===== config.mk =====
export PLATFORM = sky130hd
export DESIGN_NAME = int_ext_pipe
export DESIGN_NICKNAME = d
export VERILOG_FILES = /design/src/rtl/int_ext_pkg.sv /design/src/rtl/int_ext_fifo.sv /design/src/rtl/int_ext_pipe.sv
export SDC_FILE = /design/constraint.sdc
export NUM_CORES = 1
export LEC_CHECK = 0
export CAP_MARGIN = 20
export CORE_ASPECT_RATIO = 1.1
export CORE_MARGIN = 10
export CORE_UTILIZATION = 45
export CTS_BUF_LIST = sky130_fd_sc_hd__clkbuf_8
export DETAILED_ROUTE_END_ITERATION = 7
export PLACE_DENSITY = 0.68
export SLEW_MARGIN = 20
export SYNTH_ARGS = -nofsm -noshare
export SYNTH_HDL_FRONTEND = slang
export SYNTH_HIERARCHICAL = 1
export SYNTH_SLANG_ARGS = --single-unit

===== constraint.sdc =====
create_clock -name clk -period 13 [get_ports clk]
set_input_delay 2.6 -clock clk [delete_from_list [all_inputs] [get_ports clk]]
set_output_delay 2.6 -clock clk [all_outputs]
set_load 0.005 [all_outputs]

===== src/rtl/int_ext_pkg.sv =====
// Shared types, widths and the lane extension helper for the integer extension stage.
package int_ext_pkg;

  typedef enum logic [1:0] {
    EXT_BYTE_S  = 2'b00,
    EXT_BYTE_U  = 2'b01,
    EXT_SHORT_S = 2'b10,
    EXT_SHORT_U = 2'b11
  } ext_mode_t;

  localparam int BYTE_W  = 8;
  localparam int SHORT_W = 16;
  // One spare bit holds every value of all four source types exactly as a signed number.
  localparam int EXT_W   = SHORT_W + 1;

  // Signed modes are 00 and 10, so bit 0 of the mode selects unsigned.
  function automatic logic mode_is_signed(input ext_mode_t mode);
    return !mode[0];
  endfunction

  // Extended value of one lane. The result is a signed canonical value; the
  // caller size-casts it to OUT_W, which sign-extends for signed types and
  // zero-extends for unsigned ones because bit EXT_W-1 is 0 for those.
  function automatic logic signed [EXT_W-1:0] ext_lane(input ext_mode_t mode,
                                                       input logic [SHORT_W-1:0] lane);
    logic signed [EXT_W-1:0] r;
    case (mode)
      EXT_BYTE_S:  r = {{(EXT_W-BYTE_W){lane[BYTE_W-1]}}, lane[BYTE_W-1:0]};
      EXT_BYTE_U:  r = {{(EXT_W-BYTE_W){1'b0}}, lane[BYTE_W-1:0]};
      EXT_SHORT_S: r = {lane[SHORT_W-1], lane};
      default:     r = {1'b0, lane};
    endcase
    return r;
  endfunction

endpackage


===== src/rtl/int_ext_fifo.sv =====
// Synchronous FIFO with occupancy count; pointers wrap modulo DEPTH (any DEPTH >= 2).
module int_ext_fifo #(
  parameter int WIDTH = 8,
  parameter int DEPTH = 2,
  localparam int PTR_W = $clog2(DEPTH),
  localparam int CW    = $clog2(DEPTH + 1)
) (
  input  logic             clk,
  input  logic             rst,
  input  logic             wr_en,
  input  logic [WIDTH-1:0] wr_data,
  input  logic             rd_en,
  output logic [WIDTH-1:0] rd_data,
  output logic [CW-1:0]    count,
  output logic             full,
  output logic             empty
);

  logic [WIDTH-1:0] r_mem [DEPTH];
  logic [PTR_W-1:0] r_wr_ptr;
  logic [PTR_W-1:0] r_rd_ptr;
  logic [CW-1:0]    r_count;
  logic             w_push;
  logic             w_pop;

  function automatic logic [PTR_W-1:0] ptr_inc(input logic [PTR_W-1:0] p);
    return (p == PTR_W'(DEPTH - 1)) ? '0 : p + 1'b1;
  endfunction

  assign full    = (r_count == CW'(DEPTH));
  assign empty   = (r_count == '0);
  assign count   = r_count;
  assign w_push  = wr_en && !full && !rst;
  assign w_pop   = rd_en && !empty && !rst;
  // Head is forced to zero when nothing is buffered so idle outputs read as 0.
  assign rd_data = empty ? '0 : r_mem[r_rd_ptr];

  // Storage write; contents need no reset because count gates visibility.
  always_ff @(posedge clk) begin
    if (w_push) r_mem[r_wr_ptr] <= wr_data;
  end

  // Pointer and occupancy update; push and pop together leave count unchanged.
  always_ff @(posedge clk) begin
    if (rst) begin
      r_wr_ptr <= '0;
      r_rd_ptr <= '0;
      r_count  <= '0;
    end else begin
      if (w_push) r_wr_ptr <= ptr_inc(r_wr_ptr);
      if (w_pop)  r_rd_ptr <= ptr_inc(r_rd_ptr);
      case ({w_push, w_pop})
        2'b10:   r_count <= r_count + 1'b1;
        2'b01:   r_count <= r_count - 1'b1;
        default: r_count <= r_count;
      endcase
    end
  end

endmodule


===== src/rtl/int_ext_pipe.sv =====
// Per-lane runtime-typed sign/zero extension with cross-lane sum, buffered in an output FIFO.
module int_ext_pipe
  import int_ext_pkg::*;
#(
  parameter int NUM_CH = 4,
  parameter int IN_W   = 16,
  parameter int OUT_W  = 32,
  parameter int DEPTH  = 2,
  parameter int CNT_W  = 16,
  localparam int SUM_W = OUT_W + $clog2(NUM_CH) + 1
) (
  input  logic                    clk,
  input  logic                    rst,
  input  logic                    in_valid,
  output logic                    in_ready,
  input  logic [NUM_CH*IN_W-1:0]  in_data,
  input  logic [NUM_CH*2-1:0]     in_mode,
  output logic                    out_valid,
  input  logic                    out_ready,
  output logic [NUM_CH*OUT_W-1:0] out_data,
  output logic [SUM_W-1:0]        out_sum,
  output logic [CNT_W-1:0]        out_beat
);

  localparam int WORD_W = CNT_W + SUM_W + NUM_CH * OUT_W;
  localparam int FCW    = $clog2(DEPTH + 1);

  logic [NUM_CH*OUT_W-1:0] w_data;
  logic [SUM_W-1:0]        w_sum_lane [NUM_CH];
  logic [SUM_W-1:0]        w_psum     [NUM_CH+1];
  logic [CNT_W-1:0]        r_beat_cnt;
  logic                    w_accept;
  logic                    w_full;
  logic                    w_empty;
  logic [FCW-1:0]          w_count;
  logic [WORD_W-1:0]       w_wr_word;
  logic [WORD_W-1:0]       w_rd_word;

  assign w_psum[0] = '0;

  for (genvar gi = 0; gi < NUM_CH; gi++) begin : g_lane
    ext_mode_t               w_mode;
    logic signed [EXT_W-1:0] w_canon;
    logic [OUT_W-1:0]        w_ext;

    assign w_mode  = ext_mode_t'(in_mode[2*gi +: 2]);
    assign w_canon = ext_lane(w_mode, in_data[gi*IN_W +: SHORT_W]);
    assign w_ext   = OUT_W'(w_canon);
    assign w_data[gi*OUT_W +: OUT_W] = w_ext;

    // Re-extend the OUT_W lane to the sum width with the signedness of its type.
    always_comb begin
      w_sum_lane[gi] = '0;
      if (mode_is_signed(w_mode)) w_sum_lane[gi] = SUM_W'($signed(w_ext));
      else                        w_sum_lane[gi] = SUM_W'(w_ext);
    end

    assign w_psum[gi+1] = w_psum[gi] + w_sum_lane[gi];
  end

  assign in_ready  = !rst && !w_full;
  assign w_accept  = in_valid && in_ready;
  assign out_valid = (w_count != '0);
  assign w_wr_word = {r_beat_cnt, w_psum[NUM_CH], w_data};
  assign {out_beat, out_sum, out_data} = w_rd_word;

  // Beat index counter; the pre-increment value travels with the accepted beat.
  always_ff @(posedge clk) begin
    if (rst)           r_beat_cnt <= '0;
    else if (w_accept) r_beat_cnt <= r_beat_cnt + 1'b1;
  end

  int_ext_fifo #(
    .WIDTH (WORD_W),
    .DEPTH (DEPTH)
  ) u_fifo (
    .clk     (clk),
    .rst     (rst),
    .wr_en   (w_accept),
    .wr_data (w_wr_word),
    .rd_en   (out_ready && !w_empty),
    .rd_data (w_rd_word),
    .count   (w_count),
    .full    (w_full),
    .empty   (w_empty)
  );

endmodule


Yosys cells after proc, flatten, opt, wreduce, memory -nomap -nowiden
Memory sizes are Yosys's and may differ from the RTL's. A register that Yosys moved wholly into a read port is not among the register bits.
Cells that the tools add are included.

word-level totals
  output and inout port bits = 181
  input bits = 76
  bits in latches = 0
  word-level logic and storage cells = 57
  bits in writable memories = 358
  memories kept = 1
  bits in registers = 20
  ROM bits = 0

operators by class
  shift-type cells = 0
  $lt $le $gt $ge = 0
  eq/ne operators = 11
  multiply operators = 0
  add/sub/neg operators = 8
  divide/modulo/power cells = 0
  bitwise gates (word level) = 0
  reduce and logical (&&, ||, !) cells = 17
  muxes and demuxes = 16

memory list
  memory        words  width  rd ports  clocked after Yosys merged registers in  write ports  line                text
  u_fifo.r_mem  2      179    1         1                                        1            int_ext_fifo.sv:19  logic [WIDTH-1:0] r_mem [DEPTH];

operators by type and width
  kind                                               count
  one-hot mux 17 bit (3 select lines)                4
  two-way mux 179 bit                                1
  two-way mux 35 bit                                 4
  adder 35 bit                                       3
  adder 16 x 1 -> 16 bit (second input constant)     1
  == test 2 bit (second input constant)              6
  == test 2 x 1 -> 1 bit (second input constant)     5
  logical NOT 2 bit                                  5
  logical AND 1 bit                                  7
  two-way mux 1 bit                                  6
  one-hot mux 2 bit (2 select lines)                 1
  nonzero test 2 bit                                 2
  logical NOT 1 bit                                  3
  adder 1 bit (second input constant)                2
  adder 2 x 1 -> 2 bit (second input constant)       1
  subtractor 2 x 1 -> 2 bit (second input constant)  1

Depth between registers and ports, before layout
Gate-level depths: netlist (run 1).

  word-level depth = 8
  gate-level depth with buffers = 16

By module
Netlist (run 1), hierarchy kept.

by module, submodules not included
  module        cells an instance  area each (um2)  times used
  int_ext_fifo  782                13663.1          1
  int_ext_pipe  400                3224.3           1

Least setup slack after synthesis (run 1)
Ideal clock, no wire load.

  kind = input to register
  from = input rst
  to = memory u_fifo/r_mem[0][0] (netlist name), enable pin
  slack = 1.561 ns
  cell stages on the path = 4
  required time = 12.278 ns
  data arrival time = 10.717 ns
  path through = buf_6 > nor3b_4 > nand3b_1 > nor2_1

on the way
  word-level cells in the longest chain between the ends = 7

ends and longest elaborated chain
  element                                  line                text
  start, declared                          int_ext_pipe.sv:13  input logic rst,
  logical NOT 1 bit                        int_ext_pipe.sv:61  assign in_ready = !rst && !w_full;
  logical AND 1 bit                        int_ext_pipe.sv:61
  logical AND 1 bit                        int_ext_pipe.sv:62  assign w_accept = in_valid && in_ready;
  net w_accept                             int_ext_pipe.sv:32  logic w_accept;
  logical AND 1 bit (2 in a row)           int_ext_fifo.sv:33  assign w_push = wr_en && !full && !rst;
  two-way mux 1 bit                        int_ext_fifo.sv:40  if (w_push) r_mem[r_wr_ptr] <= wr_data;
  two-way mux 1 bit (not written as such)  int_ext_fifo.sv:40
  end, declared                            int_ext_fifo.sv:19

The timed path passes the listed nets, and every way through them passes these cells.

Worst setup path after layout (run 1)
  from = input rst
  to = output in_ready

on the way
  word-level cells in the longest chain between the ends = 2

ends and longest elaborated chain
  element            line                text
  logical NOT 1 bit  int_ext_pipe.sv:61
  logical AND 1 bit  int_ext_pipe.sv:61
  end, declared      int_ext_pipe.sv:15  output logic in_ready,

No other way between the ends.

==> results.py, run 1 <==
metrics = {
    "drt": {
        "wirelength_mm": 40.0,
        "drt_iter0_drc": 482,
        "route.met3.wl_mm": 2.55,
        "ant_nets": 0,
        "first_pass_iters": 5,
        "via_count": 10100,
        "drc_errors": 0,
        "top_layer": "met5",
        "vias_per_cell": 5.04,
        "wl_met1_mm": 16.9,
        "wl_per_cell_um": 19.9,
        "route.met2.wl_mm": 19.8,
    },
    "cts": {
        "cts_resized": 0,
        "cts.clk_slew.worst_paths_ns": 0.07,
        "tritoncts": "done",
        "cts-root-buf": "clkbuf_8",
        "insertion_delay_ns": 0.63,
        "h-tree-depth": 2,
        "cts_buffers": 59,
        "post-cts-setup-buffers": 0,
        "ctsHoldBuffers": 0,
        "clockBufferDepth": 3,
        "cts.sinks": 379,
    },
    "final_layout": {
        "drive_gt1_share_pct": 7.09,
        "final_common_cell": "edfxtp_1",
        "fin_cells": 2007,
        "layout_common_cells": "edfxtp_1 (358), clkdlybuf4s50_1 (256), nor2_1 (211)",
        "nNetsFinal": 1598,
        "area_growth_pct": 24.5,
        "fin_util_pct": 56.6,
        "nFillCells": 3051,
        "final_area_um2": 21000,
    },
    "timing": {
        "slew_headroom_pct": 26.8,
        "period_share_pct": 53.1,
        "rsz0062_at_grt": "no",
        "tns_ns": 0,
        "fin_worst_skew_ns": 0.0181,
        "period_minus_slack_ns": 6.90,
        "fmax_mhz": 145,
        "worst_pin_slew_ns": 1.10,
        "setup_viol": 0,
        "drv_slew": 0,
        "whs_ns": 0.497,
        "finalHoldViolations": 0,
    },
    "yosys": {
        "syn_area_per_cell_um2": 14.3,
        "synth_area_um2": 16900,
        "synth_ff_type": "edfxtp_1",
        "netlist_instances": 1182,
        "yosys_register_bits": 379,
        "ys_seq_area_share_pct": 66.1,
        "yosys_warnings": 6,
        "synth-async-reset-ratio_pct": 0,
        "synth-edff-count": 358,
        "synth_fp_nets": 1320,
        "synth_cell_type_count": 57,
    },
    "worst_hold_path": {
        "hp-class": "register to register",
    },
    "global_route": {
        "grtUsageTotal_pct": 17.1,
        "first_global_vias": 10500,
        "grt_max_degree": 122,
        "antenna_found_initial": 7,
        "grt.overflow.total": 0,
        "grt_pass1_wl_mm": 60.8,
    },
    "floorplanning": {
        "die_area_um2": 45700,
        "dieWidth_um": 205,
        "die_h_um": 223,
        "start_util_pct": 45.5,
        "coreArea_um2": 37100,
        "fp-row-count": 74,
        "ios": 257,
    },
    "power_and_ir_drop": {
        "switching_share_pct": 27.2,
        "p_leak_nw": 7.30,
        "p_clk_share_pct": 31.2,
        "pwr-share-seq_pct": 49.9,
        "p_int_mw": 2.09,
        "p_switching_uw": 783,
        "power_density_nw_per_um2": 137,
        "ir_drop_mv": 0.0817,
        "p_comb_share_pct": 18.9,
    },
    "worst_setup_path": {
        "required_ns": 10.40,
        "end_kind": "output port",
        "rrSetupSlack_ns": 9.35,
        "crit_path_start_kind": "primary input",
        "path_class": "primary input to output port",
        "crit_fanout": 25,
        "worstPathArrival_ns": 4.30,
    },
    "place": {
        "dp_hpwl_mm": 27.2,
        "place_inst": 1892,
        "io_buffers": 256,
        "placed_area_um2": 19900,
        "gp_congestion": 0.820,
    },
    "status": {
        "status": "complete, no violations",
    },
    "flow_run": {
        "drv_cap": 0,
    },
}
power by group through the flow:
stage          registers (mW)  logic [mW]  clock network (mW)
4_1_cts                  1.44       0.545               0.928
3_5_place_dp             1.46       0.540                   0
2_1_floorplan            1.46       0.352                   0
3_3_place_gp             1.46       0.524                   0
6_report                 1.43       0.544               0.898
5_1_grt                  1.44       0.603               0.981
sequential cells by signal (all words and copies together) (netlist names), named ones only:
signal           flops
u_fifo/r_mem       358
u_fifo/r_wr_ptr      1
u_fifo/r_rd_ptr      1
u_fifo/count         2
r_beat_cnt          16
cell type report:
class / instances / area (um2) / share of cell area, %
sequential: 379 / 11200 / 53.2
multi-input combinational: 675 / 5180 / 24.6
timing repair buffer: 267 / 2680 / 12.8
clock buffer: 59 / 812 / 3.86
tap: 494 / 618 / 2.94
inverter: 78 / 293 / 1.39
clock inverter: 52 / 256 / 1.22
antenna: 3 / 7.51 / 0.0357
critical path: stages:
cell and delay (ns):
clkdlybuf4s50_1 0.89, nor2_1 0.26, clkdlybuf4s50_1 0.55
worst paths after layout:
kind,from,endpoint,cells after the start
worst min-delay path,r_beat_cnt[15],u_fifo/r_mem[0][178],0
worst max-delay path,rst,in_ready,3
worst min register to register,r_beat_cnt[15],u_fifo/r_mem[0][178],0
worst max register to register,u_fifo/count[0],u_fifo/r_mem[1][101],7
kinds of logic (layout without fill, tap and decap cells):
family	count (synthesis)	after routing	share of synthesized area, %
flip-flops	379	379	66.1
AND/OR/NAND/NOR	291	291	7.55
multiplexers	179	179	10.6
buffers and inverters	128	456	3.39
AO/OA/AOI/OAI	110	110	4.30
adder cells (fa/ha/maj)	62	62	6.28
XOR/XNOR	33	33	1.71
other	0	3	0
Yosys cell counts (2+ instances only):
cell type,instances,area [um2]
and3_1,6,37.5
or3_1,4,25.0
edfxtp_1,358,10800
nand4_1,4,25.0
buf_6,3,33.8
nor2_1,214,803
a21o_1,31,233
nor2b_1,5,31.3
xor2_1,14,123
a21oi_2,3,26.3
buf_2,20,100
buf_4,12,90.1
ha_1,24,300
xnor2_1,19,166
o21a_1,2,15.0
nand2b_1,7,43.8
dfxtp_1,21,420
a21oi_1,31,155
o21ai_1,14,70.1
nand3_1,11,55.1
nor3_1,2,10.0
fa_1,38,761
inv_1,78,293
o21ai_0,13,65.1
mux2i_1,179,1790
nand2_1,23,86.3
clkbuf_1,15,56.3
or4_1,2,15.0
per-stage QoR:
step	power, mW	setup slack [ns]
after CTS	2.91	6.08
after global placement	1.98	5.87
after floorplan	1.82	1.56
final	2.88	6.10
after detailed placement	2.00	5.71
after global routing	3.02	5.93
metal layers:
metal / up-vias / global-route usage (%)
met5: - / 0
met4: 10 / 5.43
met3: 61 / 4.41
met2: 259 / 28.2
met1: 4983 / 21.6
li1: 4803 / -
Note: power is estimated with default switching activity, not from simulation.
==> inputs of run 2 (changes only) <==
--- a/config.mk
+++ b/config.mk
@@ -11,7 +11,7 @@
 export CORE_UTILIZATION = 45
 export CTS_BUF_LIST = sky130_fd_sc_hd__clkbuf_8
 export DETAILED_ROUTE_END_ITERATION = 7
-export PLACE_DENSITY = 0.68
+export PLACE_DENSITY = 0.71
 export SLEW_MARGIN = 20
 export SYNTH_ARGS = -nofsm -noshare
 export SYNTH_HDL_FRONTEND = slang
==> constraint.sdc (replaced) <==
create_clock -name clk -period 6.1 [get_ports clk]
set_input_delay 1.22 -clock clk [delete_from_list [all_inputs] [get_ports clk]]
set_output_delay 1.22 -clock clk [all_outputs]
set_load 0.005 [all_outputs]
==> run 2 against run 1 <==
Register-to-register slack lost 6.2 ns. Count of clock-buffer cells in the layout grew 2. Sequential share of layout area shrank 0.58 points. Total power grew 120%. Cell count grew 0.35%. Clock skew shrank 0.0011 ns. Die area is the same. Critical path depth grew 12. Via count grew 0.28%. Critical path type is now primary input to register. Critical endpoint is now u_fifo/r_mem[1][153]. Largest cell class unchanged.
==> results.py, run 2 (synthesis results as in run 1) <==
metrics = {
    "power_and_ir_drop": {
        "ir_drop_mv": 0.182,
        "p_leak_nw": 7.38,
        "power_density_nw_per_um2": 298,
        "fin_total_pwr_mw": 6.34,
    },
    "floorplanning": {
        "die_h_um": 223,
        "die_area_um2": 45700,
        "fp-row-count": 74,
        "dieWidth_um": 205,
        "start_util_pct": 45.5,
        "coreArea_um2": 37100,
        "ios": 257,
    },
    "cts": {
        "tritoncts": "done",
        "ctsHoldBuffers": 0,
        "cts-root-buf": "clkbuf_8",
        "h-tree-depth": 2,
        "insertion_delay_ns": 0.60,
        "cts_buffers": 60,
        "cts.sinks": 379,
        "clockBufferDepth": 3,
        "cts.clk_slew.worst_paths_ns": 0.06,
        "post-cts-setup-buffers": 0,
        "cts_resized": 0,
    },
    "place": {
        "placed_area_um2": 20000,
        "post-place-ws_ns": 0.470,
        "gp_congestion": 0.845,
        "place_inst": 1898,
        "dp_hpwl_mm": 27.4,
        "io_buffers": 256,
    },
    "final_layout": {
        "largest_register_ffs": 358,
        "nNetsFinal": 1604,
        "fin_cells": 2014,
        "fin_util_pct": 57.2,
        "layout_common_cells": "edfxtp_1 (358), clkdlybuf4s50_1 (256), nor2_1 (211)",
        "area_growth_pct": 25.8,
        "final_common_cell": "edfxtp_1",
        "final_area_um2": 21300,
        "top_register": "u_fifo/r_mem",
        "drive_gt1_share_pct": 8.18,
    },
    "drt": {
        "drc_errors": 0,
        "via_count": 10100,
        "first_pass_iters": 5,
        "wirelength_mm": 39.7,
        "drt_iter0_drc": 611,
        "wl_per_cell_um": 19.7,
        "ant_nets": 0,
        "vias_per_cell": 5.04,
    },
    "timing": {
        "setup_viol": 0,
        "slew_headroom_pct": 32.5,
        "tns_ns": 0,
        "fin_worst_skew_ns": 0.0170,
        "drv_slew": 0,
        "worst_pin_slew_ns": 1.01,
        "period_minus_slack_ns": 5.10,
        "period_share_pct": 83.6,
        "fmax_mhz": 196,
        "whs_ns": 0.486,
        "finalHoldViolations": 0,
        "timing.final.ws_setup_ns": 1.00,
        "rsz0062_at_grt": "no",
    },
    "worst_setup_path": {
        "cp_slowest_cell": "clkdlybuf4s50_1",
        "path_class": "primary input to register",
        "worstPathArrival_ns": 5.44,
        "critPathTopFamily": "adder cells",
        "crit_path_start_kind": "primary input",
        "required_ns": 6.44,
        "max_stage_delay_ns": 0.70,
        "critPathBufInv": 3,
        "crit_fanout": 9,
        "path_cells": "clkdlybuf4s50_1 -> nand2b_1 -> nor2_1 -> a21o_1 -> fa_1 -> inv_1 -> fa_1 -> inv_1 -> ha_1 -> nand3_1 -> o211ai_2 -> o22ai_2 -> a211oi_4 -> a221o_2 -> o21ai_1",
        "end_kind": "register",
        "rrSetupSlack_ns": 3.19,
    },
    "global_route": {
        "antenna_found_initial": 4,
        "grt_max_degree": 145,
        "first_global_vias": 10400,
        "grt.overflow.total": 0,
        "grt_pass1_wl_mm": 60.2,
        "grtUsageTotal_pct": 16.9,
    },
    "status": {
        "status": "complete, no violations",
    },
    "flow_run": {
        "drv_cap": 0,
    },
    "worst_hold_path": {
        "hp-class": "register to register",
    },
}
run 2: changes by cell type in the layout (fill, tap and decap cells not counted), sizes merged:
cell      previous run  this run
inv                104        93
buf                 11        16
clkinv              23        28
bufinv               1         5
clkbuf              59        61
clkinvlp             2         3
diode                3         4
run 2: final cells by class:
cell class	count	area [um2]
fill	2987	15900
sequential	379	11200
multi-input combinational	675	5180
timing repair buffer	272	2780
clock buffer	61	840
tap	494	618
clock inverter	51	357
inverter	78	293
antenna	4	10.0
run 2: worst paths after layout:
check | from | endpoint | cells past startpoint
max | in_mode[1] | u_fifo/r_mem[1][153] | 15
min | r_beat_cnt[15] | u_fifo/r_mem[1][178] | 0
max reg2reg | u_fifo/count[0] | u_fifo/r_mem[0][10] | 6
min reg2reg | r_beat_cnt[15] | u_fifo/r_mem[1][178] | 0
run 2: where the power goes:
part / leakage, nW / total [mW] / internal [mW] / switching (mW)
Sequential: 3.51 / 3.06 / 3.04 / 0.0208
Clock: 0.666 / 2.13 / 1.15 / 0.982
Combinational: 3.21 / 1.15 / 0.484 / 0.669
Total: 7.38 / 6.34 / 4.67 / 1.67
run 2: routing by layer:
metal	up-vias	routed length, um	track usage [%]
li1	4818	-	-
met1	4980	16300	20.7
met2	287	19500	28.0
met3	57	3060	4.90
met4	2	913	5.52
met5	-	13	0
